<file path="src/rtl/riscv_hazard_controller_if.sv">
// Hazard-controller bundle: pipeline status coming into the controller and
// the per-stage stall/flush/MDU control going back out to the pipeline.
//   master : pipeline side (drives status, receives control)
//   slave  : controller side (receives status, drives control)
interface riscv_hazard_controller_if;
  // pipeline status
  logic [4:0]  id_rs1_addr;
  logic [4:0]  id_rs2_addr;
  logic [4:0]  ex_rd_addr;
  logic        ex_mem_read;
  logic        ex_is_mdu;
  logic        mdu_done;
  logic        branch_taken;
  logic        mem_stall;
  // pipeline control
  logic        pc_stall;
  logic        if_id_stall;
  logic        id_ex_stall;
  logic        ex_mem_stall;
  logic        if_id_flush;
  logic        id_ex_flush;
  logic        ex_mem_flush;
  logic        mem_wb_flush;
  logic        mdu_start;
  logic        busy;
  logic [15:0] stall_cycles;

  modport master (
    output id_rs1_addr, id_rs2_addr, ex_rd_addr, ex_mem_read, ex_is_mdu,
           mdu_done, branch_taken, mem_stall,
    input  pc_stall, if_id_stall, id_ex_stall, ex_mem_stall,
           if_id_flush, id_ex_flush, ex_mem_flush, mem_wb_flush,
           mdu_start, busy, stall_cycles
  );

  modport slave (
    input  id_rs1_addr, id_rs2_addr, ex_rd_addr, ex_mem_read, ex_is_mdu,
           mdu_done, branch_taken, mem_stall,
    output pc_stall, if_id_stall, id_ex_stall, ex_mem_stall,
           if_id_flush, id_ex_flush, ex_mem_flush, mem_wb_flush,
           mdu_start, busy, stall_cycles
  );
endinterface

</file>
<file path="src/rtl/riscv_hazard_controller.sv">
// RISC-V pipeline hazard controller.
// Resolves, in priority order: memory freeze, MDU hold, MDU completion,
// taken branch flush, MDU launch and load-use stall. Stall/flush/mdu_start
// are combinational from state and inputs; busy follows the MDU_WAIT state.
// stall_cycles is a saturating count of cycles with pc_stall high.
// Ports:
//   clk : rising-edge clock
//   rst : synchronous active-high reset (also forces all controls low)
//   hz  : hazard-controller interface, slave side
module riscv_hazard_controller (
  input  logic                      clk,
  input  logic                      rst,
  riscv_hazard_controller_if.slave  hz
);

  typedef enum logic {
    RUN      = 1'b0,
    MDU_WAIT = 1'b1
  } state_t;

  state_t      state;
  logic        done_pending;
  logic [15:0] stall_cnt;

  logic load_use;
  logic done_seen;
  logic pc_stall;
  logic if_id_stall;
  logic id_ex_stall;
  logic ex_mem_stall;
  logic if_id_flush;
  logic id_ex_flush;
  logic ex_mem_flush;
  logic mem_wb_flush;
  logic mdu_start;

  assign load_use  = hz.ex_mem_read && (hz.ex_rd_addr != 5'd0) &&
                     ((hz.ex_rd_addr == hz.id_rs1_addr) ||
                      (hz.ex_rd_addr == hz.id_rs2_addr));
  // a done pulse swallowed by a freeze is remembered in done_pending
  assign done_seen = hz.mdu_done || done_pending;

  always_comb begin
    pc_stall     = 1'b0;
    if_id_stall  = 1'b0;
    id_ex_stall  = 1'b0;
    ex_mem_stall = 1'b0;
    if_id_flush  = 1'b0;
    id_ex_flush  = 1'b0;
    ex_mem_flush = 1'b0;
    mem_wb_flush = 1'b0;
    mdu_start    = 1'b0;
    if (!rst) begin
      if (hz.mem_stall) begin
        pc_stall     = 1'b1;
        if_id_stall  = 1'b1;
        id_ex_stall  = 1'b1;
        ex_mem_stall = 1'b1;
        mem_wb_flush = 1'b1;
      end else if (state == MDU_WAIT) begin
        if (!done_seen) begin
          pc_stall     = 1'b1;
          if_id_stall  = 1'b1;
          id_ex_stall  = 1'b1;
          ex_mem_flush = 1'b1;
        end
        // on completion every control stays low so EX/MEM takes the result
      end else if (hz.branch_taken) begin
        if_id_flush = 1'b1;
        id_ex_flush = 1'b1;
      end else if (hz.ex_is_mdu) begin
        mdu_start    = 1'b1;
        pc_stall     = 1'b1;
        if_id_stall  = 1'b1;
        id_ex_stall  = 1'b1;
        ex_mem_flush = 1'b1;
      end else if (load_use) begin
        pc_stall    = 1'b1;
        if_id_stall = 1'b1;
        id_ex_flush = 1'b1;
      end
    end
  end

  always_ff @(posedge clk) begin
    if (rst) begin
      state        <= RUN;
      done_pending <= 1'b0;
      stall_cnt    <= '0;
    end else begin
      if (pc_stall && (stall_cnt != '1))
        stall_cnt <= stall_cnt + 16'd1;
      if (hz.mem_stall) begin
        if ((state == MDU_WAIT) && hz.mdu_done)
          done_pending <= 1'b1;
      end else if (state == MDU_WAIT) begin
        if (done_seen) begin
          state        <= RUN;
          done_pending <= 1'b0;
        end
      end else if (!hz.branch_taken && hz.ex_is_mdu) begin
        state <= MDU_WAIT;
      end
    end
  end

  assign hz.pc_stall     = pc_stall;
  assign hz.if_id_stall  = if_id_stall;
  assign hz.id_ex_stall  = id_ex_stall;
  assign hz.ex_mem_stall = ex_mem_stall;
  assign hz.if_id_flush  = if_id_flush;
  assign hz.id_ex_flush  = id_ex_flush;
  assign hz.ex_mem_flush = ex_mem_flush;
  assign hz.mem_wb_flush = mem_wb_flush;
  assign hz.mdu_start    = mdu_start;
  assign hz.busy         = (state == MDU_WAIT) && !rst;
  assign hz.stall_cycles = stall_cnt;

endmodule

</file>
<file path="src/flat_wrapper.sv">
// flat-port wrapper written by rule: the top's interface ports become plain ports
module riscv_hazard_controller_flat 
  (clk, rst, hz_id_rs1_addr, hz_id_rs2_addr, hz_ex_rd_addr, hz_ex_mem_read, hz_ex_is_mdu, hz_mdu_done, hz_branch_taken, hz_mem_stall, hz_pc_stall, hz_if_id_stall, hz_id_ex_stall, hz_ex_mem_stall, hz_if_id_flush, hz_id_ex_flush, hz_ex_mem_flush, hz_mem_wb_flush, hz_mdu_start, hz_busy, hz_stall_cycles);
  riscv_hazard_controller_if hz_i ();
  input  logic clk;
  input  logic rst;
  input wire logic [$bits(hz_i.id_rs1_addr)-1:0] hz_id_rs1_addr;
  input wire logic [$bits(hz_i.id_rs2_addr)-1:0] hz_id_rs2_addr;
  input wire logic [$bits(hz_i.ex_rd_addr)-1:0] hz_ex_rd_addr;
  input wire logic [$bits(hz_i.ex_mem_read)-1:0] hz_ex_mem_read;
  input wire logic [$bits(hz_i.ex_is_mdu)-1:0] hz_ex_is_mdu;
  input wire logic [$bits(hz_i.mdu_done)-1:0] hz_mdu_done;
  input wire logic [$bits(hz_i.branch_taken)-1:0] hz_branch_taken;
  input wire logic [$bits(hz_i.mem_stall)-1:0] hz_mem_stall;
  output wire logic [$bits(hz_i.pc_stall)-1:0] hz_pc_stall;
  output wire logic [$bits(hz_i.if_id_stall)-1:0] hz_if_id_stall;
  output wire logic [$bits(hz_i.id_ex_stall)-1:0] hz_id_ex_stall;
  output wire logic [$bits(hz_i.ex_mem_stall)-1:0] hz_ex_mem_stall;
  output wire logic [$bits(hz_i.if_id_flush)-1:0] hz_if_id_flush;
  output wire logic [$bits(hz_i.id_ex_flush)-1:0] hz_id_ex_flush;
  output wire logic [$bits(hz_i.ex_mem_flush)-1:0] hz_ex_mem_flush;
  output wire logic [$bits(hz_i.mem_wb_flush)-1:0] hz_mem_wb_flush;
  output wire logic [$bits(hz_i.mdu_start)-1:0] hz_mdu_start;
  output wire logic [$bits(hz_i.busy)-1:0] hz_busy;
  output wire logic [$bits(hz_i.stall_cycles)-1:0] hz_stall_cycles;
  assign hz_i.id_rs1_addr = hz_id_rs1_addr;
  assign hz_i.id_rs2_addr = hz_id_rs2_addr;
  assign hz_i.ex_rd_addr = hz_ex_rd_addr;
  assign hz_i.ex_mem_read = hz_ex_mem_read;
  assign hz_i.ex_is_mdu = hz_ex_is_mdu;
  assign hz_i.mdu_done = hz_mdu_done;
  assign hz_i.branch_taken = hz_branch_taken;
  assign hz_i.mem_stall = hz_mem_stall;
  assign hz_pc_stall = hz_i.pc_stall;
  assign hz_if_id_stall = hz_i.if_id_stall;
  assign hz_id_ex_stall = hz_i.id_ex_stall;
  assign hz_ex_mem_stall = hz_i.ex_mem_stall;
  assign hz_if_id_flush = hz_i.if_id_flush;
  assign hz_id_ex_flush = hz_i.id_ex_flush;
  assign hz_ex_mem_flush = hz_i.ex_mem_flush;
  assign hz_mem_wb_flush = hz_i.mem_wb_flush;
  assign hz_mdu_start = hz_i.mdu_start;
  assign hz_busy = hz_i.busy;
  assign hz_stall_cycles = hz_i.stall_cycles;
  riscv_hazard_controller u_core (.clk(clk), .rst(rst), .hz(hz_i));
endmodule
</file>
<file path="config.mk">
export PLATFORM = sky130hd
export DESIGN_NAME = riscv_hazard_controller_flat
export DESIGN_NICKNAME = d
export VERILOG_FILES = /design/src/rtl/riscv_hazard_controller_if.sv /design/src/rtl/riscv_hazard_controller.sv /design/src/flat_wrapper.sv
export SDC_FILE = /design/constraint.sdc
export NUM_CORES = 1
export LEC_CHECK = 0
export ABC_AREA = 1
export BUFFER_PORTS_ARGS = -buffer_cell sky130_fd_sc_hd__buf_4
export CAP_MARGIN = 20
export CELL_PAD_IN_SITES_DETAIL_PLACEMENT = 1
export CELL_PAD_IN_SITES_GLOBAL_PLACEMENT = 2
export CORE_MARGIN = 1
export CORE_UTILIZATION = 23
export CTS_CLUSTER_DIAMETER = 120
export DETAILED_ROUTE_END_ITERATION = 10
export PLACE_DENSITY = 0.85
export SLEW_MARGIN = 40
export SYNTH_ARGS = -nofsm -noshare
export SYNTH_HDL_FRONTEND = slang
export SYNTH_SLANG_ARGS = --single-unit
</file>
<file path="constraint.sdc">
create_clock -name clk -period 1.6 [get_ports clk]
set_input_delay 0.32 -clock clk [delete_from_list [all_inputs] [get_ports clk]]
set_output_delay 0.32 -clock clk [all_outputs]
set_load 0.02 [all_outputs]
</file>
==> flow_summary_export.csv <==
group,metric,value,unit
clocking,cts-root-buf,"clkbuf_8",
synth,synth-simple-area-share,0.388,
floorplan,start_util,0.243,
outcome,outcome,"finished clean",
timing,grt_setup_unrepaired,"yes",
pwr,p_sw,0.336,mW
job,drv_cap,0,
final_layout,layout_commonest_cell,"buf_4",
synth,ys_ff_latch,18,
global_route,grt-ovfl-total,0,
clocking,clk_pin_slew,0.07,ns
timing,fin_hold_ws,0.310,ns
synth,synth-xor-area-share,0.0966,
global_route,grt_max_degree,15,
floorplan,ios,48,
setup_path,critPathSlowestCell,"dfxtp_4",
pwr,p_int,0.759,mW
drt,drc_errors,0,
timing,clock_skew,0.00166,ns
final_layout,most-common-layout-cells,"buf_4, nand2_1, inv_1",
synth,synth_ff_type,"dfxtp_1",
placed_design,portBuffers,47,
placed_design,gp_congestion,0.756,
synth,synth_top_family_by_area,"simple AND/OR/NAND/NOR gates",
hold_path,hp-class,"input port to register",
drt,num_vias,1589,
setup_path,path_class,"register to register",
floorplan,num_rows,27,
clocking,numCtsBuffers,3,
timing,drv_slew,0,
setup_path,arrival,1.72,ns
final_layout,syn_to_final_growth,71.2,%
synth,synth_warnings,0,
final_layout,drive_above_1_share,0.505,
floorplan,core_area,5610,um^2
pwr,leakagePower,1.05,nW
global_route,antenna_found_initial,0,
synth,syn-instance-count,211,
floorplan,die_w,78.9,um
global_route,grt_pass1_vias,1612,
timing,tightest_slew,0.347,ns
global_route,grt_pass1_wl,7340,um
synth,syn_area_per_cell,6.45,um^2
synth,synthAdderAreaFrac,0.00920,
clocking,cts_htree_levels,1,
synth,syn_area,1360,um^2
placed_design,hpwlAfterDp,3500,um
floorplan,die_h,78.9,um
drt,wl_per_cell,13.0,um
synth,synth_cell_types,27,
global_route,gr-usage-all-layers,0.148,
timing,setup_viol,0,
timing,hold_violations,0,
pwr,power.density,470,nW/um^2
clocking,cts_tree,"yes",
pwr,ir_drop,0.224,mV
setup_path,cp-end-kind,"register",
drt,routed_via_density,4.48,
synth,synth_edf_count,0,
setup_path,start_kind,"register",
setup_path,path_max_fanout,7,
final_layout,diodes,0,
pwr,swShare,0.307,
clocking,clockBufferDepth,2,
timing,timing.fmax,0.638,GHz
synth,syn_nets,234,
clocking,worstSkewPairLatency,0.26,ns
synth,synth.area.mux_share,0,
final_layout,fillCellCount,705,
pwr,pwr-share-clk,0.316,
final_layout,final_nets,307,
synth,synth_compound_area_frac,0.113,
placed_design,dp_cells,345,
pwr,total_power,1.09,mW
drt,ant_nets,0,
synth,ys_seq_area_frac,0.265,
synth,async_flop_share,0,
drt,wl,4620,um
pwr,seq_power_share,0.419,
timing,setup_tns,0,ns
pwr,p_comb_frac,0.265,
floorplan,dieArea,6220,um^2
setup_path,path_cells,"ha_4 > nand2_4 > nor3b_4 > nand2_2 > nor2_4 > nand2_8 > buf_12 > nand3_2 > a21oi_2",
timing,period_share,0.979,
clocking,cts_hold_buffers,0,
clocking,cts_sinks,18,
setup_path,slowest_delay,0.36,ns
setup_path,crit_required,1.75,ns
timing,maxSlewHeadroom,0.768,
drt,drt_iter0_markers,53,
drt,first_pass_iters,4,
final_layout,final_cells,355,
timing,finalCriticalPeriod,1.57,ns
-- state kept, by name, summed over array words and instances (netlist names) --
signal and flops:
u_core.done_pending 1, u_core.hz.stall_cycles 16, u_core.state 1
-- power by group through the flow --
stage	Clock, mW	Sequential (mW)	Combinational [mW]
6_report	0.346	0.459	0.290
2_1_floorplan	0	0.477	0.124
3_5_place_dp	0	0.471	0.233
4_1_cts	0.370	0.459	0.250
5_1_grt	0.381	0.460	0.314
3_3_place_gp	0	0.471	0.228
-- metal layers --
metal / track usage / wire, um
met5: 0 / 0
met4: 0.0455 / 65
met3: 0.0230 / 109
met1: 0.180 / 2110
met2: 0.265 / 2340
-- per-stage QoR --
step	cell area, um^2	util	worst slack [ns]
global placement	1990	0.355	-0.00681
floorplan	1420	-	0.00464
finish	2330	0.415	0.0331
global route	2330	0.415	-0.0543
CTS	2090	0.372	0.00527
detailed placement	1990	0.355	-0.0798
-- worst max-delay path: cells and delay by family (launching register included) --
kind / cells / cell delay [ns]
buffers and inverters: 1 / 0.18
and+or+nand+nor: 6 / 0.71
DFF: 1 / 0.36
adders and majority gates: 1 / 0.14
AOI/OAI and AO/OA: 1 / 0.05
-- worst paths after layout --
| path | from | end | slack (ns) | depth (start not counted) |
|---|---|---|---|---|
| min reg2reg | u_core.hz.stall_cycles[15]$_SDFFE_PP0P_ | u_core.hz.stall_cycles[15]$_SDFFE_PP0P_ | 0.51 | 2 |
| max | u_core.hz.stall_cycles[0]$_SDFFE_PP0P_ | u_core.hz.stall_cycles[7]$_SDFFE_PP0P_ | 0.03 | 9 |
| min | hz_mem_stall | u_core.state$_SDFFE_PP0N_ | 0.31 | 3 |
| max reg2reg | u_core.hz.stall_cycles[0]$_SDFFE_PP0P_ | u_core.hz.stall_cycles[7]$_SDFFE_PP0P_ | 0.03 | 9 |
-- final cells by class --
cell class	instances	area, um^2	share of cell area
Multi-Input combinational cell	155	1090	0.467
Tap cell	72	90.1	0.0387
Sequential cell	18	378	0.162
Clock buffer	4	45.0	0.0193
Timing Repair Buffer	75	611	0.262
Inverter	31	116	0.0500
-- Yosys cell counts (2+ instances only) --
| cell type | instances | share of area |
|---|---|---|
| nand3_1 | 26 | 0.096 |
| xnor2_1 | 4 | 0.026 |
| nand2_4 | 2 | 0.017 |
| dfxtp_1 | 18 | 0.26 |
| o21ai_0 | 2 | 0.0074 |
| inv_1 | 29 | 0.080 |
| a21oi_1 | 7 | 0.026 |
| nand4_1 | 2 | 0.0092 |
| nor3_1 | 7 | 0.026 |
| buf_6 | 2 | 0.017 |
| inv_2 | 2 | 0.0055 |
| buf_4 | 3 | 0.017 |
| nor2_1 | 19 | 0.052 |
| nand2_1 | 55 | 0.15 |
| xor2_1 | 11 | 0.071 |
| a21oi_2 | 10 | 0.064 |
| nor3b_2 | 2 | 0.018 |
-- what timing repair did --
item | CTS | global route
cloned | 0 | 1
pin swaps | 2 | 16
gates resized for setup | 7 | 46
endpoints found under the hold margin | 0 | 0
buffers inserted | 3 | 2
endpoints found under the setup margin | 5 | 19
-- logic make-up (layout without fill, tap and decap cells) --
group / Yosys count / count (layout)
AO/OA/AOI/OAI: 22 / 22
adder cells (fa/ha/maj): 1 / 1
XOR/XNOR: 15 / 15
flip-flops: 18 / 18
buffers and inverters: 39 / 110
AND/OR/NAND/NOR: 116 / 117
(Power assumes the default switching activity.)
